--- src/rtl/qpu_event_queue.sv ---
// rtl/qpu_event_queue.sv - timestamped event FIFO with free-running timeline; fires head when timeline reaches it.
// Optional QPU_EVTQ_LATE_DROP_EN: late heads are popped silently instead of emitted.
module qpu_event_queue #(
  parameter int TIME_W = 32,
  parameter int DATA_W = 64,
  parameter int CH_NUM = 8,
  parameter int DEPTH  = 8
) (
  input  logic                     clk,
  input  logic                     rst_n,
  input  logic                     exu_i_valid,
  output logic                     exu_i_ready,
  input  logic [TIME_W-1:0]        exu_i_time,
  input  logic [DATA_W-1:0]        exu_i_data,
  input  logic [CH_NUM-1:0]        exu_i_chmask,
  input  logic                     timer_i_ena,
  input  logic                     timer_i_clr,
  output logic [TIME_W-1:0]        timer_o_clk,
  output logic [CH_NUM-1:0]        evt_o_valid,
  output logic [DATA_W-1:0]        evt_o_data,
  output logic [$clog2(DEPTH):0]   evtq_o_count,
  output logic                     evtq_o_empty,
  output logic                     evtq_o_late
);

  localparam int AW = $clog2(DEPTH);
  localparam logic [AW:0]       PTR_ONE  = 1;
  localparam logic [AW:0]       FULL_CNT = DEPTH;
  localparam logic [TIME_W-1:0] TIME_ONE = 1;
  localparam logic [TIME_W-1:0] HALF     = TIME_ONE << (TIME_W - 1);

  logic [TIME_W-1:0] time_mem [DEPTH];
  logic [DATA_W-1:0] data_mem [DEPTH];
  logic [CH_NUM-1:0] mask_mem [DEPTH];

  logic [AW:0]       wr_ptr;
  logic [AW:0]       rd_ptr;
  logic [TIME_W-1:0] head_time;
  logic [DATA_W-1:0] head_data;
  logic [CH_NUM-1:0] head_mask;
  logic [TIME_W-1:0] head_diff;
  logic              head_reached;
  logic              head_late;
  logic              do_push;
  logic              do_pop;
  logic              do_emit;

  // Wrap bit in the pointers lets full and empty be told apart with no extra flag.
  assign evtq_o_count = wr_ptr - rd_ptr;
  assign evtq_o_empty = (wr_ptr == rd_ptr);
  assign exu_i_ready  = (evtq_o_count != FULL_CNT);

  assign head_time = time_mem[rd_ptr[AW-1:0]];
  assign head_data = data_mem[rd_ptr[AW-1:0]];
  assign head_mask = mask_mem[rd_ptr[AW-1:0]];

  // Half-range compare: the head is due once the timeline is at most half a wrap past it.
  assign head_diff    = timer_o_clk - head_time;
  assign head_reached = (head_diff < HALF);
  assign head_late    = (head_time != timer_o_clk);

  assign do_push = exu_i_valid && exu_i_ready && !timer_i_clr;
  assign do_pop  = !evtq_o_empty && head_reached && !timer_i_clr;

`ifdef QPU_EVTQ_LATE_DROP_EN
  assign do_emit = do_pop && !head_late;
`else
  assign do_emit = do_pop;
`endif

  always_ff @(posedge clk) begin
    if (do_push) begin
      time_mem[wr_ptr[AW-1:0]] <= exu_i_time;
      data_mem[wr_ptr[AW-1:0]] <= exu_i_data;
      mask_mem[wr_ptr[AW-1:0]] <= exu_i_chmask;
    end
  end

  always_ff @(posedge clk or negedge rst_n) begin
    if (!rst_n) begin
      timer_o_clk <= '0;
      wr_ptr      <= '0;
      rd_ptr      <= '0;
      evt_o_valid <= '0;
      evt_o_data  <= '0;
      evtq_o_late <= 1'b0;
    end else if (timer_i_clr) begin
      timer_o_clk <= '0;
      wr_ptr      <= '0;
      rd_ptr      <= '0;
      evt_o_valid <= '0;
      evtq_o_late <= 1'b0;
    end else begin
      if (timer_i_ena) begin
        timer_o_clk <= timer_o_clk + TIME_ONE;
      end
      if (do_push) begin
        wr_ptr <= wr_ptr + PTR_ONE;
      end
      if (do_pop) begin
        rd_ptr <= rd_ptr + PTR_ONE;
      end
      evt_o_valid <= do_emit ? head_mask : '0;
      if (do_emit) begin
        evt_o_data <= head_data;
      end
      if (do_pop && head_late) begin
        evtq_o_late <= 1'b1;
      end
    end
  end

endmodule

--- config.mk ---
export PLATFORM = sky130hd
export DESIGN_NAME = qpu_event_queue
export DESIGN_NICKNAME = d
export VERILOG_FILES = /design/src/rtl/qpu_event_queue.sv
export SDC_FILE = /design/constraint.sdc
export NUM_CORES = 1
export LEC_CHECK = 0
export CAP_MARGIN = 20
export CORE_MARGIN = 5
export CORE_UTILIZATION = 45
export DETAILED_ROUTE_END_ITERATION = 8
export PLACE_DENSITY = 0.71
export SLEW_MARGIN = 20
export SYNTH_ARGS = -nofsm -noshare
export SYNTH_HDL_FRONTEND = slang
export SYNTH_SLANG_ARGS = --single-unit
export TNS_END_PERCENT = 50
--- constraint.sdc ---
create_clock -name clk -period 13.8 [get_ports clk]
set_clock_uncertainty 0.2 [all_clocks]
set_input_delay 1.38 -clock clk [delete_from_list [all_inputs] [get_ports clk]]
set_output_delay 1.38 -clock clk [all_outputs]
set_load 0.005 [all_outputs]
==> impl_results.md, run 1 <==
- Row cnt: 105
- Peak supply drop: 102 uV
- Syn avg cell area: 20.2 um^2
- Root cell of the clock tree: sky130_fd_sc_hd__clkbuf_16
- DIE WIDTH: 296 um
- Area of the multi-input gates: 8720 um^2
- Area of all placed cells without fillers: 43,500 um^2
- Family with the most delay on the worst path: buffers and inverters
- Initial antenna violation count: 17
- Kind of path behind the tightest hold check: reg -> reg
- H-tree level count: 3
- Kind of launch point of the worst setup path: flop
- Largest net degree at the start of global routing: 176
- Unique cell type count in the Yosys netlist: 45
- Post-route ant nets: 0
- Final global-route overflow total: 0
- Yosys top cell by area: sky130_fd_sc_hd__edfxtp_1
- Ordered cell list for the critical path: buf_12, buf_6, mux4_2, mux2i_1, ha_1, and3_1, a221o_1, a2111oi_4, mux2i_4, buf_4, buf_4, mux2_4
- Source-to-sink clock delay at the later pin of the worst-skew pair: 640 ps
- Static Leakage: 0.0147 uW
- Max-cap violations: 0
- Cell count after synthesis: 1,828
- Port Buffer Count: 219
- Fillers: 6,245
- Slew at the pin closest to its max-slew limit: 1090 ps
- Top cell type's share of synthesized area: 67.7%
- Cell area after synthesis: 36,900 um^2
- Combinational share of power: 18.8%
- Max incr delay on CP: 970 ps
- Largest fanout of any net on the critical path: 51
- Number of buffers on the longest clock path: 3
- # Post-CTS Setup Buffers: 0
- Required time worst endpoint: 14,110 ps
- Final sum of negative setup slack: 0 ps
- Post-Syn Nets: 1,975
- Vertical die dimension: 296 um
- Share of total power in the clock network: 34.1%
- Post-synth top flop: sky130_fd_sc_hd__edfxtp_1
- Total number of vias: 17,900
- GPL Wtd Cong: 0.757
- Slew margin rel.: 27.2%
- Arrival time at the worst endpoint: 7030 ps
- Number of warnings issued by yosys: 0
- Fraction of synthesis flops using an asynchronous set or reset pin: 12.0%
- Part of the power in registers: 47.1%
- Total length of routed wires: 79.8 mm
- Die footprint: 87,800 um^2
- Area of all sequential standard cells: 27,800 um^2
- Vias per std cell: 5.50
- P per Cell Area: 171 nW/um^2
- Net count of the finished layout: 2,236
- Boundary Pins: 220
- Number of buffers inserted during clock tree synthesis: 93
- Sw frac: 24.3%
- Final worst hold slack: 308 ps
- Post-synthesis sequential area ratio: 75.4%
- Final setup violation count: 0
- RSZ-0062 raised after global routing: no
- Layout Area Growth over Synthesis: 18.0%
- Most used standard cells in the synthesized netlist: sky130_fd_sc_hd__edfxtp_1, sky130_fd_sc_hd__nand2_1, sky130_fd_sc_hd__mux4_2
- Number of enable-type register cells in the synthesized netlist: 832
- Floorplan Core Area: 81,700 um^2
- CTS tree: built
- Internal Pwr Total: 5640 uW
- Final Cycle Share: 48.8%
- Leading cell type by number of instances after synthesis: sky130_fd_sc_hd__edfxtp_1
- Fraction of layout cells with a size suffix above 1: 21.7%
- Switching pwr: 1810 uW
- HPWL after detailed placement: 44.0 mm
- Setup CP Type: reg -> reg
- Cells resized by post-CTS repair: 0
- Starting density of the core: 45.1%
- Wire length of the first global-routing pass: 120 mm
- Clock Sink Count: 945
- Fraction of the core area covered by cells at the end of the flow: 53.3%
- Cell area reported after detailed placement: 40,300 um^2
- Result of the run: finished clean
- Leading cell types by total area after synthesis: sky130_fd_sc_hd__edfxtp_1, sky130_fd_sc_hd__mux4_2, sky130_fd_sc_hd__dfrtp_1
- Final routed DRC violation total: 0
- Tot GR Track Use: 18.3%
- Post-CTS Hold Fix Bufs: 0
- Pre-antenna DRT Iters: 5
- Highest attainable clock frequency: 0.149 GHz
- Post-route minimum period: 6730 ps
- Routed wire per std cell: 24.5 um
- CP max stage cell: sky130_fd_sc_hd__dfrtp_4
- Vias in the first global route: 18,900
- Critical Path Sink Type: flop
- Clk pin slew, worst setup/hold paths: 60 ps
- Endpoints failing hold: 0
- Final max-slew violation count: 0
- Seq cells post-synth: 945
- Most frequent cell on the critical path: sky130_fd_sc_hd__buf_4
- Initial DRC Count: 1,493
- Worst Path Buf+Inv: 4
kinds of logic after synthesis:
| group | count (synthesis) | share of synthesized area [%] |
|---|---|---|
| multiplexers | 314 | 16.5 |
| XOR/XNOR | 28 | 0.685 |
| adder cells (fa/ha/maj) | 38 | 1.31 |
| AND/OR/NAND/NOR | 354 | 4.06 |
| flip-flops | 945 | 75.4 |
| buffers and inverters | 92 | 1.07 |
| AO/OA/AOI/OAI | 57 | 0.991 |
worst reg2reg max path: cells and delay by family (launching register included):
family          cells  cell delay, ps
fa+ha+maj           1             270
simple gates        1             160
compound gates      2            1030
flops               1             970
mux                 4            1530
buf+inv             4            2440
stage by stage:
stage | power [uW] | setup slack, ps | instances
2_1_floorplan | 4430 | 3120 | 1828
3_3_place_gp | 4960 | 6140 | 3062
3_5_place_dp | 4990 | 6080 | 3062
4_1_cts | 7540 | 6050 | 3236
5_1_grt | 7780 | 6550 | 3243
6_report | 7450 | 7070 | 3252
cell usage in the layout, fill, tap and decap left out, types with 20 or more instances in the layout:
cell type                         instances
sky130_fd_sc_hd__a21oi_1                 20
sky130_fd_sc_hd__buf_4                   20
sky130_fd_sc_hd__clkbuf_16               93
sky130_fd_sc_hd__clkdlybuf4s50_1        218
sky130_fd_sc_hd__clkinv_2                21
sky130_fd_sc_hd__dfrtp_1                110
sky130_fd_sc_hd__edfxtp_1               832
sky130_fd_sc_hd__ha_1                    37
sky130_fd_sc_hd__mux2_4                  62
sky130_fd_sc_hd__mux2i_1                 38
sky130_fd_sc_hd__mux4_2                 208
sky130_fd_sc_hd__nand2_1                234
sky130_fd_sc_hd__nor2_1                  44
per-layer routing:
| metal | global-route usage (%) | up-vias | wire, um |
|---|---|---|---|
| met3 | 3.89 | 106 | 5070 |
| met5 | 0 | - | 67 |
| met4 | 5.05 | 10 | 1420 |
| met2 | 30.6 | 482 | 40200 |
| met1 | 24.8 | 9442 | 33000 |
| li1 | - | 7836 | - |
final timing paths:
kind,from,to,slack [ps],cells past startpoint
max,rd_ptr[0],evt_o_data[59],7070,12
min,evt_o_data[18],evt_o_data[18],310,1
max reg2reg,rd_ptr[0],evt_o_data[59],7070,12
min reg2reg,evt_o_data[18],evt_o_data[18],310,1
max in group asynchronous,rst_n,evt_o_data[45],11570,2
min in group asynchronous,rst_n,evt_o_data[15],600,1
layout make-up:
cell class	instances	share of cell area (%)
multi-input combinational	791	20.0
inverter	13	0.118
antenna	14	0.0805
timing repair buffer	245	5.67
sequential	945	63.9
clock buffer	112	5.65
clock inverter	62	1.47
tap	1070	3.08
power by group through the flow:
stage | clock (uW) | combinational, uW | sequential, uW
4_1_cts | 2600 | 1420 | 3520
3_3_place_gp | 0 | 1390 | 3570
6_report | 2540 | 1400 | 3510
2_1_floorplan | 0 | 893 | 3530
3_5_place_dp | 0 | 1420 | 3570
5_1_grt | 2720 | 1520 | 3540
sequential cells by signal, summed over array words and instances, names as in the netlist:
signal	count
rd_ptr	4
evtq_o_late	1
data_mem	512
time_mem	256
wr_ptr	4
evt_o_valid	8
evt_o_data	64
mask_mem	64
timer_o_clk	32
Note: power is estimated with default switching activity, not from simulation.
==> run 2: changes to the inputs <==
==> constraint.sdc (replaced) <==
create_clock -name clk -period 6.5 [get_ports clk]
set_clock_uncertainty 0.2 [all_clocks]
set_input_delay 0.65 -clock clk [delete_from_list [all_inputs] [get_ports clk]]
set_output_delay 0.65 -clock clk [all_outputs]
set_load 0.005 [all_outputs]
==> run 2 against run 1 <==
Sequential share of layout area is 0.44 points lower. Critical path depth down 1. Fmax increased by 20%. Worst setup slack got worse by 6200 ps. Via count up 0.45%. Clock power is 110% higher. Die area stayed put. Wire length rose by 0.63%. Clock-buffer cell count grew 5. Combinational power is 110% higher. Cell count grew 0.68%. Critical endpoint is now evt_o_data[35]. Largest cell class unchanged.
==> impl_results.md, run 2 (synthesis results as in run 1) <==
- Root cell of the clock tree: sky130_fd_sc_hd__clkbuf_16
- Port Buffer Count: 219 (unchanged)
- Final setup violation count: 0 (unchanged)
- Max FFs per register: 512 (unchanged)
- Setup CP Type: reg -> reg
- Vias per std cell: 5.48 (-0.23%)
- Number of buffers on the longest clock path: 3 (unchanged)
- Max incr delay on CP: 950 ps (-20 ps)
- Pre-antenna DRT Iters: 7 (+2)
- Final routed DRC violation total: 0 (unchanged)
- # Post-CTS Setup Buffers: 0 (unchanged)
- Starting density of the core: 45.1% (unchanged)
- Total number of vias: 18,000 (+0.45%)
- Endpoints failing hold: 0 (unchanged)
- Final max-slew violation count: 0 (unchanged)
- P per Cell Area: 361 nW/um^2 (+110%)
- Instance count after placement with tap cells included: 3,081 (+0.62%)
- Highest attainable clock frequency: 0.179 GHz (+20%)
- Cells resized by post-CTS repair: 0 (unchanged)
- Final Instance Count excl. Fillers: 3,274 (+0.68%)
- Die footprint: 87,800 um^2 (unchanged)
- Static Leakage: 0.0149 uW (+0.92%)
- Largest fanout of any net on the critical path: 40 (-22%)
- Post-route minimum period: 5590 ps (-1140 ps)
- Total Power: 15,800 uW (+110%)
- Clock Sink Count: 945 (unchanged)
- Boundary Pins: 220 (unchanged)
- DIE WIDTH: 296 um (unchanged)
- Routed wire per std cell: 24.5 um (about the same)
- Post-route ant nets: 0 (unchanged)
- Arrival time at the worst endpoint: 5900 ps (-1130 ps)
- Fraction of the core area covered by cells at the end of the flow: 53.6% (+0.37 points)
- Final global-route overflow total: 0 (unchanged)
- Source-to-sink clock delay at the later pin of the worst-skew pair: 640 ps (about the same)
- GPL Wtd Cong: 0.775 (+2.5%)
- Kind of path behind the tightest hold check: reg -> reg
- Family with the most delay on the worst path: multiplexers
- Clk pin slew, worst setup/hold paths: 60 ps (about the same)
- H-tree level count: 3 (unchanged)
- Initial DRC Count: 1,426 (-4.5%)
- Floorplan Core Area: 81,700 um^2 (unchanged)
- Largest net degree at the start of global routing: 105 (-40%)
- CTS tree: built
- Row cnt: 105 (unchanged)
- Initial antenna violation count: 12 (-5)
- RR Startpoint: rd_ptr[0]
- Final Cycle Share: 86.0% (+37 points)
- Total length of routed wires: 80.3 mm (+0.63%)
- Slew at the pin closest to its max-slew limit: 1090 ps (+0.808 ps)
- Number of buffers inserted during clock tree synthesis: 96 (+3.2%)
- Peak supply drop: 278 uV (+170%)
- Cell depth of the worst flop-to-flop path: 11 (-1)
- CP max stage cell: sky130_fd_sc_hd__dfrtp_4
- Tot GR Track Use: 18.5% (+0.13 points)
- Leading cell type in the layout, fill and taps excluded: sky130_fd_sc_hd__edfxtp_1
- Most frequent cells in the layout: sky130_fd_sc_hd__edfxtp_1, sky130_fd_sc_hd__nand2_1, sky130_fd_sc_hd__clkdlybuf4s50_1
- Worst Path Buf+Inv: 1 (-3)
- Post-CTS Hold Fix Bufs: 1 (+1)
- Most frequent cell on the critical path: sky130_fd_sc_hd__a21oi_1
- Layout Area Growth over Synthesis: 18.9%
- Reg2reg end: evt_o_data[35]
- Slew margin rel.: 27.0% (-0.23 points)
- Wire length of the first global-routing pass: 121 mm (+0.98%)
- Final worst hold slack: 310 ps (+1.37 ps)
- HP Start: evt_o_data[8]
- RSZ-0062 raised after global routing: no
- Fraction of layout cells with a size suffix above 1: 22.1% (+0.44 points)
- Cell depth of the worst hold path: 1 (unchanged)
- Required time worst endpoint: 6810 ps (-7300 ps)
- Vias in the first global route: 18,900 (+0.23%)
- Worst hold endpoint: evt_o_data[8]
- Vertical die dimension: 296 um (unchanged)
- Result of the run: finished clean
- HPWL after detailed placement: 44.7 mm (+1.5%)
- Ordered cell list for the critical path: mux4_2, mux2i_1, ha_1, a21oi_1, o21ai_0, a221oi_1, a21oi_1, a2111oi_4, mux2i_4, buf_4, mux2_2
- Net count of the finished layout: 2,258 (+0.98%)
- Kind of launch point of the worst setup path: flop
- Reg2reg setup slack: 910 ps (-6160 ps)
- Max-cap violations: 0 (unchanged)
- Critical Path Sink Type: flop
run 2: worst register-to-register path, delay by kind of cell, from the launching register on:
| family | cells | cell delay, ps |
|---|---|---|
| adder cells (fa/ha/maj) | 1 | 280 |
| buffers and inverters | 1 | 410 |
| flip-flops | 1 | 950 |
| AO/OA/AOI/OAI | 5 | 1520 |
| multiplexers | 4 | 2080 |
run 2: worst max-delay path by stage:
| stage | depth (start not counted) | end | slack (ps) | startpoint |
|---|---|---|---|---|
| 2_1_floorplan | 11 | data_mem[7][0] | -1400 | rd_ptr[1] |
| 6_report | 11 | evt_o_data[35] | 910 | rd_ptr[0] |
| 5_1_grt | 11 | evt_o_data[36] | 450 | rd_ptr[0] |
| 4_1_cts | 10 | evt_o_data[36] | 780 | rd_ptr[0] |
| 3_5_place_dp | 10 | evt_o_data[36] | 800 | rd_ptr[0] |
| 3_3_place_gp | 11 | evt_o_data[36] | 820 | rd_ptr[0] |
run 2: final cells by class:
| type | count | area, um^2 |
|---|---|---|
| timing repair buffer | 264 | 2730 |
| clock buffer | 117 | 2560 |
| sequential | 945 | 27800 |
| inverter | 13 | 51.3 |
| fill | 6272 | 37900 |
| tap | 1070 | 1340 |
| antenna | 11 | 27.5 |
| clock inverter | 63 | 542 |
| multi-input combinational | 791 | 8760 |
run 2: report_power, final:
part / switching (uW) / internal, uW / total (uW)
Sequential: 322 / 7140 / 7470
Combinational: 1280 / 1710 / 2980
Clock: 2250 / 3130 / 5380
Total: 3850 / 12000 / 15800
run 2: routing by layer:
metal | wire length (um) | part of all wire (%) | track usage [%]
met1 | 33400 | 42 | 25.2
met2 | 41000 | 51 | 31.1
met3 | 4560 | 5.7 | 3.77
met4 | 1240 | 1.5 | 4.29
met5 | 59 | 0.074 | 0
run 2: stage by stage:
step / TNS, ps / worst slack [ps] / area (um^2)
after floorplan: -578260 / -1400 / 36900
after global placement: 0 / 824 / 40700
after detailed placement: 0 / 797 / 40700
after CTS: 0 / 777 / 43800
after global routing: 0 / 447 / 43800
final: 0 / 912 / 43800
==> run 3: changes to the inputs <==
--- a/config.mk
+++ b/config.mk
@@ -6,10 +6,13 @@
 export NUM_CORES = 1
 export LEC_CHECK = 0
 export CAP_MARGIN = 20
+export CELL_PAD_IN_SITES_DETAIL_PLACEMENT = 1
+export CELL_PAD_IN_SITES_GLOBAL_PLACEMENT = 1
 export CORE_MARGIN = 5
 export CORE_UTILIZATION = 45
 export DETAILED_ROUTE_END_ITERATION = 8
-export PLACE_DENSITY = 0.71
+export HOLD_SLACK_MARGIN = 0.05
+export PLACE_DENSITY = 0.78
 export SLEW_MARGIN = 20
 export SYNTH_ARGS = -nofsm -noshare
 export SYNTH_HDL_FRONTEND = slang
==> run 3 against run 2 <==
Combinational power is 4% higher. Sequential power is 0.5% higher. Sequential share of layout area is 0.15 points lower. Die area stayed put. Clock power is 1% higher. Non-clock buffer count is 5 higher. Cell count is 0.31% higher. Highest routed layer unchanged. Worst setup slack better by 5.3 ps. Fmax hardly changed. Critical path type unchanged.
==> impl_results.md, run 3 (synthesis results as in run 1) <==
- Result of the run: finished clean
- Total Power: 16,000 uW (+1.3%)
- Cell depth of the worst flop-to-flop path: 12 (+1)
- Boundary Pins: 220 (unchanged)
- Port Buffer Count: 219 (unchanged)
- Routed wire per std cell: 27.3 um (+11%)
- Part of the power in registers: 46.8% (-0.4 points)
- Row cnt: 105 (unchanged)
- Static Leakage: 0.0149 uW (+0.22%)
- Switching pwr: 4000 uW (+4.0%)
- Final Cycle Share: 85.9% (about the same)
- Die footprint: 87,800 um^2 (unchanged)
- Post-route minimum period: 5580 ps (-5.34 ps)
- Starting density of the core: 45.1% (unchanged)
- Post-CTS Hold Fix Bufs: 1 (unchanged)
- Vias per std cell: 5.60 (+2.1%)
- Share of total power in the clock network: 33.9% (about the same)
- Arrival time at the worst endpoint: 5860 ps (-40 ps)
- RSZ-0062 raised after global routing: no
- Worst hold endpoint: timer_o_clk[14]
- Net count of the finished layout: 2,263 (+0.22%)
- Final global-route overflow total: 0 (unchanged)
- Critical Path Sink Type: flop
- Required time worst endpoint: 6780 ps (-30 ps)
- H-tree level count: 3 (unchanged)
- Final Instance Count excl. Fillers: 3,284 (+0.31%)
- Layout Area Growth over Synthesis: 19.1%
- Most frequent cells in the layout: sky130_fd_sc_hd__edfxtp_1, sky130_fd_sc_hd__nand2_1, sky130_fd_sc_hd__clkdlybuf4s50_1
- Setup CP Type: reg -> reg
- HP Start: timer_i_clr
- Clk pin slew, worst setup/hold paths: 70 ps (about the same)
- Uppermost metal layer occupied by signal nets: met5
- Largest fanout of any net on the critical path: 38 (-5.0%)
- Kind of launch point of the worst setup path: flop
- Number of buffers on the longest clock path: 3 (unchanged)
- Clock Sink Count: 945 (unchanged)
- HPWL after detailed placement: 51.2 mm (+15%)
- Number of buffers inserted during clock tree synthesis: 96 (unchanged)
- Max-cap violations: 0 (unchanged)
- Combinational share of power: 19.3% (+0.5 points)
- RR Startpoint: rd_ptr[0]
- Vias in the first global route: 20,400 (+7.8%)
- Tot GR Track Use: 20.5% (+2.0 points)
- Kind of path behind the tightest hold check: in -> reg
- Wire length of the first global-routing pass: 134 mm (+10%)
- Reg2reg setup slack: 920 ps (about the same)
- Source-to-sink clock delay at the later pin of the worst-skew pair: 650 ps (about the same)
- Endpoints failing hold: 0 (unchanged)
- Final setup violation count: 0 (unchanged)
- Final routed DRC violation total: 0 (unchanged)
- Slew at the pin closest to its max-slew limit: 1100 ps (+4.47 ps)
- Floorplan Core Area: 81,700 um^2 (unchanged)
- Sum of met2 wire segment lengths after detailed routing: 46.5 mm (+13%)
- Slew margin rel.: 26.9% (-0.13 points)
- GPL Wtd Cong: 0.777 (+0.22%)
- Fraction of layout cells with a size suffix above 1: 22.2% (+0.076 points)
- Met3 wirelength from detailed routing: 5.24 mm (+15%)
- Initial DRC Count: 1,319 (-7.5%)
- # Post-CTS Setup Buffers: 0 (unchanged)
- Root cell of the clock tree: sky130_fd_sc_hd__clkbuf_16
- Wire length the detailed router placed on met1: 36.2 mm (+8.3%)
- Final max-slew violation count: 0 (unchanged)
- Pre-antenna DRT Iters: 5 (-2)
- Final worst-path setup slack: 917 ps (+5.34 ps)
- Cell depth of the worst hold path: 2 (+1)
- Sw frac: 25.0% (+0.66 points)
- Dpl ws: 907 ps (+110 ps)
- Largest net degree at the start of global routing: 105 (unchanged)
- Vertical die dimension: 296 um (unchanged)
- Peak supply drop: 238 uV (-14%)
- Cells resized by post-CTS repair: 0 (unchanged)
- Max FFs per register: 512 (unchanged)
- Internal Pwr Total: 12,000 uW (+0.40%)
- Post-route ant nets: 0 (unchanged)
- CTS tree: built
- Initial antenna violation count: 20 (+8)
- Final worst hold slack: 317 ps (+7.01 ps)
- Reg2reg end: evt_o_valid[2]
- Leading cell type in the layout, fill and taps excluded: sky130_fd_sc_hd__edfxtp_1
- Instance count after placement with tap cells included: 3,087 (+0.19%)
- Total length of routed wires: 89.7 mm (+12%)
- Highest attainable clock frequency: 0.179 GHz (about the same)
- Total number of vias: 18,400 (+2.4%)
- DIE WIDTH: 296 um (unchanged)
- P per Cell Area: 365 nW/um^2 (+1.0%)
## run 3: how the worst max path moves through the flow
stage | from | end | slack [ps] | depth (start not counted)
CTS | rd_ptr[0] | evt_o_valid[2] | 860 | 12
global placement | rd_ptr[0] | evt_o_data[22] | 1000 | 12
global route | rd_ptr[0] | evt_o_valid[2] | 660 | 14
finish | rd_ptr[0] | evt_o_valid[2] | 920 | 12
detailed placement | rd_ptr[0] | evt_o_valid[2] | 910 | 12
floorplan | rd_ptr[1] | data_mem[7][0] | -1400 | 11
## run 3: power groups by stage
stage / Combinational (uW) / Clock, uW / Sequential [uW]
after floorplan: 1900 / 0 / 7460
after global placement: 2990 / 0 / 7600
after detailed placement: 3120 / 0 / 7620
after CTS: 3150 / 5560 / 7520
after global routing: 3320 / 5870 / 7550
final: 3090 / 5440 / 7510
## run 3: routing by layer
| layer | vias to the layer above | global-route usage (%) |
|---|---|---|
| met5 | - | 0 |
| met4 | 8 | 5.26 |
| met3 | 99 | 4.42 |
| met2 | 520 | 35.8 |
| met1 | 9878 | 26.4 |
| li1 | 7884 | - |
## run 3: final cells by class
cell class / count / area, um^2
well taps: 1070 / 1340
diodes: 15 / 37.5
clock buffers: 138 / 2750
fillers: 7218 / 37800
flip-flops and latches: 945 / 27800
repair buffers: 269 / 2780
multi-input cells: 791 / 8760
inverters: 13 / 51.3
clock inverters: 43 / 395
## run 3: critical path: stages, from the launching register on
cell and delay (ps):
sky130_fd_sc_hd__dfrtp_4 950, sky130_fd_sc_hd__buf_4 530, sky130_fd_sc_hd__mux4_2 580, sky130_fd_sc_hd__mux2i_1 250, sky130_fd_sc_hd__ha_1 290, sky130_fd_sc_hd__and4_1 200
sky130_fd_sc_hd__nand3_1 110, sky130_fd_sc_hd__nand3b_1 160, sky130_fd_sc_hd__a21oi_1 100, sky130_fd_sc_hd__a2111oi_4 560, sky130_fd_sc_hd__mux2i_4 640, sky130_fd_sc_hd__buf_4 330
sky130_fd_sc_hd__a21boi_0 470
## run 3: through the flow
step / setup TNS (ps) / area, um^2 / utilization, %
final: 0 / 43900 / 53.8
after global placement: 0 / 40700 / 49.9
after detailed placement: 0 / 40700 / 49.9
after CTS: 0 / 43900 / 53.7
after global routing: 0 / 43900 / 53.7
after floorplan: -578260 / 36900 / -
